--- src/rtl/aes_job_sched.sv ---
// Two-requester round-robin scheduler for one shared masked AES core.
// Define AES_SCHED_TIMEOUT_EN to abort BUSY jobs after TIMEOUT_CYCLES with rsp_err=1.
module aes_job_sched #(
   parameter int TIMEOUT_CYCLES = 64,
   parameter int CNT_W          = 8
) (
   input  logic         clk,
   input  logic         rst_n,
   input  logic         req0_valid,
   input  logic         req1_valid,
   output logic         req0_ready,
   output logic         req1_ready,
   input  logic [127:0] req0_key,
   input  logic [127:0] req1_key,
   input  logic [127:0] req0_text,
   input  logic [127:0] req1_text,
   output logic         rsp0_valid,
   output logic         rsp1_valid,
   input  logic         rsp0_ready,
   input  logic         rsp1_ready,
   output logic [127:0] rsp_text,
   output logic         rsp_err,
   output logic         aes_ld,
   output logic [127:0] aes_key,
   output logic [127:0] aes_text_in,
   input  logic         aes_done,
   input  logic [127:0] aes_text_out,
   input  logic [2:0]   prng_in,
   output logic         m_in0,
   output logic         m_in1,
   output logic         m_out
);

   typedef enum logic [1:0] {IDLE, LOAD, BUSY, RESP} state_t;

   if (TIMEOUT_CYCLES >= (1 << CNT_W)) begin : g_cfg_check
      $error("aes_job_sched: CNT_W too narrow for TIMEOUT_CYCLES");
   end

   state_t       state_q, state_d;
   logic         rr_q, rr_d;
   logic         owner_q, owner_d;
   logic         done_q;
   logic [127:0] key_q, key_d;
   logic [127:0] text_q, text_d;
   logic [127:0] rtext_q, rtext_d;
   logic [2:0]   mask_q, mask_d;
   logic         grant1, accept, done_rise, rsp_take, timeout;

   assign grant1     = req1_valid && (!req0_valid || rr_q);
   assign accept     = (state_q == IDLE) && (req0_valid || req1_valid);
   assign req0_ready = (state_q == IDLE) && req0_valid && !grant1;
   assign req1_ready = (state_q == IDLE) && grant1;
   assign done_rise  = aes_done && !done_q;
   assign rsp_take   = owner_q ? rsp1_ready : rsp0_ready;

   assign aes_ld      = (state_q == LOAD);
   assign rsp0_valid  = (state_q == RESP) && !owner_q;
   assign rsp1_valid  = (state_q == RESP) && owner_q;
   assign rsp_text    = rtext_q;
   assign aes_key     = key_q;
   assign aes_text_in = text_q;
   assign m_in0       = mask_q[0];
   assign m_in1       = mask_q[1];
   assign m_out       = mask_q[2];

`ifdef AES_SCHED_TIMEOUT_EN
   localparam logic [CNT_W-1:0] CNT_LIM = CNT_W'(TIMEOUT_CYCLES - 1);

   logic [CNT_W-1:0] cnt_q, cnt_d;
   logic             err_q, err_d;

   // Counter value k-1 during the k-th BUSY cycle, so the limit hits on cycle TIMEOUT_CYCLES.
   assign timeout = (state_q == BUSY) && (cnt_q == CNT_LIM);
   assign rsp_err = err_q;

   always_comb begin
      cnt_d = cnt_q;
      err_d = err_q;
      if (state_q == LOAD) begin
         cnt_d = '0;
      end else if (state_q == BUSY) begin
         if (done_rise) begin
            err_d = 1'b0;
         end else if (timeout) begin
            err_d = 1'b1;
         end else begin
            cnt_d = cnt_q + 1'b1;
         end
      end
   end

   always_ff @(posedge clk or negedge rst_n) begin
      if (!rst_n) begin
         cnt_q <= '0;
         err_q <= 1'b0;
      end else begin
         cnt_q <= cnt_d;
         err_q <= err_d;
      end
   end
`else
   assign timeout = 1'b0;
   assign rsp_err = 1'b0;
`endif

   always_comb begin
      state_d = state_q;
      rr_d    = rr_q;
      owner_d = owner_q;
      key_d   = key_q;
      text_d  = text_q;
      mask_d  = mask_q;
      rtext_d = rtext_q;
      case (state_q)
         IDLE: begin
            if (accept) begin
               owner_d = grant1;
               key_d   = grant1 ? req1_key : req0_key;
               text_d  = grant1 ? req1_text : req0_text;
               mask_d  = prng_in;
               state_d = LOAD;
            end
         end
         LOAD: state_d = BUSY;
         BUSY: begin
            // A completion edge on the limit cycle wins over the timeout.
            if (done_rise) begin
               rtext_d = aes_text_out;
               state_d = RESP;
            end else if (timeout) begin
               rtext_d = '0;
               state_d = RESP;
            end
         end
         RESP: begin
            if (rsp_take) begin
               rr_d    = ~owner_q;
               state_d = IDLE;
            end
         end
         default: state_d = IDLE;
      endcase
   end

   always_ff @(posedge clk or negedge rst_n) begin
      if (!rst_n) begin
         state_q <= IDLE;
         rr_q    <= 1'b0;
         owner_q <= 1'b0;
         done_q  <= 1'b0;
         key_q   <= '0;
         text_q  <= '0;
         mask_q  <= '0;
         rtext_q <= '0;
      end else begin
         state_q <= state_d;
         rr_q    <= rr_d;
         owner_q <= owner_d;
         done_q  <= aes_done;
         key_q   <= key_d;
         text_q  <= text_d;
         mask_q  <= mask_d;
         rtext_q <= rtext_d;
      end
   end

endmodule

--- config.mk ---
export PLATFORM = sky130hd
export DESIGN_NAME = aes_job_sched
export DESIGN_NICKNAME = d
export VERILOG_FILES = /design/src/rtl/aes_job_sched.sv
export SDC_FILE = /design/constraint.sdc
export NUM_CORES = 1
export LEC_CHECK = 0
export BUFFER_PORTS_ARGS = -buffer_cell sky130_fd_sc_hd__buf_4
export CAP_MARGIN = 40
export CORE_AREA = 2 2 400 402
export CTS_BUF_LIST = sky130_fd_sc_hd__clkbuf_4 sky130_fd_sc_hd__clkbuf_8
export CTS_CLUSTER_SIZE = 14
export DETAILED_ROUTE_END_ITERATION = 8
export DIE_AREA = 0 0 402 404
export HOLD_SLACK_MARGIN = 0.05
export SYNTH_ARGS = -nofsm -noshare
export SYNTH_HDL_FRONTEND = slang
export SYNTH_SLANG_ARGS = --single-unit
--- constraint.sdc ---
create_clock -name clk -period 3.1 [get_ports clk]
set_input_delay 0.465 -clock clk [delete_from_list [all_inputs] [get_ports clk]]
set_output_delay 0.465 -clock clk [all_outputs]
set_load 0.05 [all_outputs]
==> results of run 1 <==
## per-layer routing
layer	vias up	part of all wire (%)	global-route usage, %
met4	42	4.4	6.97
met1	11200	38	18.5
met3	302	9.3	5.87
met2	1220	48	26.5
li1	9937	-	-
met5	-	0.19	0
## cell type report
| cell class | instances | area (um^2) | share of cell area (%) |
|---|---|---|---|
| inverter | 5 | 33.8 | 0.0925 |
| sequential | 392 | 9810 | 26.9 |
| clock inverter | 22 | 215 | 0.589 |
| tap | 2072 | 2590 | 7.10 |
| multi-input combinational | 1182 | 7460 | 20.4 |
| antenna | 24 | 60.1 | 0.164 |
| timing repair buffer | 1740 | 14900 | 40.9 |
| clock buffer | 111 | 1400 | 3.82 |
## synthesized netlist by cell type (3+ instances only)
library cell,number
inv_1,4
buf_4,4
dfrtp_1,392
nor2_1,260
clkbuf_1,120
nand2_1,3
ha_1,5
a31oi_1,256
o211ai_1,256
buf_2,83
o21ai_1,4
o21ai_0,253
mux2_2,131
buf_1,6
## worst max-delay path: cells and delay by family (launching register included)
kind	cells	cell delay [ps]
simple gates	3	830
flops	1	600
buf+inv	1	280
## logic make-up (layout without fill, tap and decap cells)
logic type                 count (synthesis)  in the layout  share of synthesized area [%]
AOI/OAI and AO/OA                        773            773                           26.6
buffers and inverters                    219           1878                           5.21
adders and majority gates                  5              5                          0.344
and+or+nand+nor                          269            269                           5.68
DFF                                      392            392                           53.9
muxes                                    134            134                           8.27
other                                      1             25                         0.0206
## how the worst max path moves through the flow
stage | startpoint | endpoint | slack, ps | cells past startpoint
floorplan | req1_valid | req0_ready | 1080 | 5
global placement | req0_valid | req0_ready | 880 | 5
detailed placement | req1_valid | aes_key[75] | 830 | 6
CTS | rr_q | req0_ready | 50 | 4
global route | rr_q | req0_ready | 20 | 4
finish | rr_q | req0_ready | 190 | 4
## per-stage QoR
stage,instances,utilization (%),worst slack [ps]
2_1_floorplan,1793,-,1080
6_report,5548,23.1,189
5_1_grt,5533,23.1,22.8
4_1_cts,5524,23.1,52.3
3_5_place_dp,4779,18.2,827
3_3_place_gp,4778,18.2,876
## state kept, by name, indices dropped and copies added, names as in the netlist
register / cells
done_q: 1
state_q: 2
rr_q: 1
rsp_text: 128
mask_q: 3
aes_text_in: 128
aes_key: 128
owner_q: 1
## where the power goes
group / internal [uW] / switching (uW) / total, uW / leakage [uW]
combinational: 9010 / 15800 / 24800 / 0.00992
clock: 3090 / 2600 / 5690 / 0.000851
sequential: 7750 / 1790 / 9540 / 0.00448
==> flow_summary.toml, run 1 <==
[logic_synthesis]
synth.yosys.seq_area_share_pct = 53.9
syn_avg_cell_area_um2 = 10.2
yosys_warnings = 0
synthFlopType = "dfrtp_1"
synth_edf_count = 0
ys_ff_latch = 392
synth.top_cells.by_area = "dfrtp_1 54%, o211ai_1 11%, a31oi_1 8.8%"
synth_top_area_share_pct = 53.9
syn-cell-area_um2 = 18200
synth_cells = 1793
synth-async-reset-ratio_pct = 100
synth_nets = 2448
yosysTopAreaCell = "dfrtp_1"
ys_types = 28

[worst_setup_path]
r2r_start = "state_q[0]"
critPathKind = "flop to output port"
cpMostUsedCell = "nor2_1"
max_stage_delay_ps = 600
cp-start-kind = "flop"
reg2regPathDepth = 8
arrival_ps = 2450
crit_chain = "nor2b_4 -> nor2_1 -> nor2_1 -> buf_4"
cp.required_ps = 2630
critical_path.endpoint_type = "output port"
crit_slowest_cell = "dfrtp_4"
r2r-end = "aes_text_in[0]"
worstPathMaxFanout = 15
r2r_slack_ps = 270

[timing]
period_needed_ps = 2910
maxSlewHeadroom_pct = 45.7
clock-skew-final_ps = 56.0
tightest_slew_ps = 815
hold_slack_ps = 153
finalSetupViolCount = 0
rsz0062_at_grt = "false"
fin_crit_sh_pct = 93.9
fmaxAchievable_mhz = 344
setup-tns-final_ps = 0
report.final.slew_viol_count = 0
hold_viol = 0

[global_route]
grt_pass1_wl_mm = 183
grt_pass1_vias = 22600
grt_overflow = 0
grt_max_degree = 100
grt_usage_pct = 16.0
antenna_found_initial = 81

[clock_tree]
postCtsResizedCells = 0
insertion_delay_ps = 740
cts-root-buf = "clkbuf_8"
ctsLongestPathBuffers = 3
post_cts_buffers = 0
numCtsBuffers = 77
cts_tree = "yes"
ctsHtreeMaxLevel = 3
clock_sinks = 392
cts.clk_slew.worst_paths_ps = 70
hold_buffers = 612

[placement]
gp_congestion = 0.968
io_buffers = 1041
dp_hpwl_mm = 106
dpl_cell_area_um2 = 28700

[finish]
fin_area_um2 = 36500
layout-drive-gt1-share_pct = 40.5
mostFrequentLayoutCell = "buf_4"
mostFrequentLayoutCells = "1,099 x buf_4, 612 x dlygate4sd3_1, 391 x dfrtp_1, 260 x nor2_1"
num-fill-cells = 16900
area_growth_pct = 101
layout.nets = 4053

[route]
first_pass_iters = 5
wire_per_inst_um = 24.6
route.detailed.drc = 0
routed_wl_mm = 136
drtIter0Drc = 1963
drtAntennaViolNets = 0
avgViaCountPerCell = 4.09
via_count = 22700

[floorplan]
die_y_um = 404
core.rowCount = 146
die_width_um = 402
num_io_pins = 1043
fp.dieArea_um2 = 162000
core_area_um2 = 158000
start_util_pct = 11.5

[power]
p_total_uw = 40000
ir_worst_vdd_mv = 0.731
p_leak_uw = 0.0152
powerDensity_nw_per_um2 = 1100

[run_status]
outcome = "completed"

[min_path]
whs_path_depth = 3
hold_path_startpoint = "req1_text[97]"
hold-path-endpoint = "aes_text_in[97]"
hold_path_class = "input port to flop"

[run]
cap_viol_max_count = 0
No activity file was read; power rests on OpenSTA's default activity.
==> run 2: changes to the inputs <==
MAX_ROUTING_LAYER = met4   (was unset)
PLACE_DENSITY = 0.37   (was unset)
==> run 2 against run 1 <==
Clock power rose by 17%. Critical path type is now flop to flop. Sequential cell count unchanged. Count of clock-buffer cells in the layout rose by 29. Global-route usage down 1.3 points. Non-clock buffer count rose by 29. Largest power group unchanged. Critical endpoint is now aes_text_in[95]. Highest routed layer is now met4.
==> flow_summary.toml, run 2 (synthesis results as in run 1) <==
[global_route]
grtUsageMet2_pct = 23.6
grt_overflow = 0
antenna_found_initial = 42
grt_pass1_wl_mm = 169
grt_usage_pct = 14.7
top_usage_layer = "met2"
gr-usage-met1_pct = 17.0
grt_max_degree = 158
use_met3_pct = 4.03
grt_pass1_vias = 22800

[route]
routed_wl_mm = 121
drtIter0Drc = 1401
first_pass_iters = 7
via_count = 22000
wire_per_inst_um = 21.6
avgViaCountPerCell = 3.93
route.detailed.drc = 0
drtAntennaViolNets = 0

[worst_setup_path]
arrival_ps = 3540
max_stage_delay_ps = 600
r2r_slack_ps = 250
critical_path.endpoint_type = "flop"
cp.required_ps = 3790
worstPathMaxFanout = 157
critPathKind = "flop to flop"
cp-start-kind = "flop"
crit_chain = "nor2b_4 -> buf_12 -> o21ai_0 -> a31oi_1 -> dlygate4sd3_1"
crit_slowest_cell = "dfrtp_4"

[placement]
dp_hpwl_mm = 88.8
io_buffers = 1041
gp_congestion = 0.832
place_ws_ps = 799

[floorplan]
fp.dieArea_um2 = 162000
num_io_pins = 1043
start_util_pct = 11.5
core.rowCount = 146
die_width_um = 402
core_area_um2 = 158000
die_y_um = 404

[timing]
finalSetupViolCount = 0
fin_crit_sh_pct = 91.9
clock-skew-final_ps = 35.1
hold_viol = 0
fmaxAchievable_mhz = 351
period_needed_ps = 2850
tightest_slew_ps = 1120
rsz0062_at_grt = "false"
report.final.slew_viol_count = 0
maxSlewHeadroom_pct = 25.0
setup-tns-final_ps = 0
layout_setup_ws_ps = 250

[run_status]
outcome = "completed"

[finish]
layout-drive-gt1-share_pct = 40.3
postLayoutCoreUtil_pct = 23.6
mostFrequentLayoutCells = "1,090 x buf_4, 648 x dlygate4sd3_1, 391 x dfrtp_1, 260 x nor2_1"
mostFrequentLayoutCell = "buf_4"
layout.nets = 4091
num-fill-cells = 17300
area_growth_pct = 104

[clock_tree]
cts-root-buf = "clkbuf_8"
ctsHtreeMaxLevel = 3
ctsLongestPathBuffers = 3
cts_tree = "yes"
clock_sinks = 392
insertion_delay_ps = 770
cts.clk_slew.worst_paths_ps = 70
numCtsBuffers = 86

[power]
p_total_uw = 41100
ir_worst_vdd_mv = 0.641
p_leak_uw = 0.0155
powerDensity_nw_per_um2 = 1100

[run]
cap_viol_max_count = 0

[min_path]
hold_path_class = "input port to asynchronous set/reset pin"
run 2: timing repair:
| action | 4_1_cts | 5_1_grt |
|---|---|---|
| endpoints found under the hold margin | 499 | 0 |
| hold buffers | 648 | 0 |
| gates resized for setup | 0 | 1 |
| setup endpoints to repair | 0 | 1 |
| buffers inserted | 0 | 0 |
run 2: routing by layer:
layer	vias to the layer above	share of wire, %
met4	0	2.9
met1	10900	41
li1	10000	-
met2	884	50
met3	189	6.3
met5	-	0
run 2: path summary, 6_finish.rpt:
path | startpoint | cells past startpoint | to
min in group clk | req1_text[2] | 3 | aes_text_in[2]
worst max-delay path | rr_q | 5 | aes_text_in[95]
worst max register to register | rr_q | 5 | aes_text_in[95]
worst min register to register | rsp_text[94] | 1 | rsp_text[94]
worst min-delay path | rst_n | 2 | aes_key[82]
max in group asynchronous | rst_n | 4 | aes_text_in[26]
run 2: stage by stage:
step           cell area (um^2)  hold slack (ps)  cells
6_report                  37200              186   5605
5_1_grt                   37200             95.8   5604
4_1_cts                   37100             60.6   5575
3_5_place_dp              28700              420   4772
3_3_place_gp              28700              429   4772
2_1_floorplan             18200              169   1793
run 2: power breakdown:
group / total (uW) / leakage, uW / switching (uW) / internal, uW
Sequential: 9460 / 0.00448 / 1710 / 7750
Clock: 6670 / 0.00104 / 2800 / 3870
Combinational: 24900 / 0.0100 / 15500 / 9430
Total: 41100 / 0.0155 / 20000 / 21000
run 2: worst max-delay path: cells and delay by family (launching register included):
family | cells | cell delay (ps)
AO/OA/AOI/OAI | 2 | 580
buffers and inverters | 2 | 900
flip-flops | 1 | 600
AND/OR/NAND/NOR | 1 | 230
run 2: area by class of cell:
class,count,area [um^2],share of cell area (%)
Clock buffer,140,1710,4.61
Tap cell,2072,2590,6.97
Timing Repair Buffer,1769,15300,41.1
Multi-Input combinational cell,1182,7460,20.0
Clock inverter,15,255,0.686
Inverter,5,33.8,0.0908
Antenna cell,30,75.1,0.202
Sequential cell,392,9810,26.4
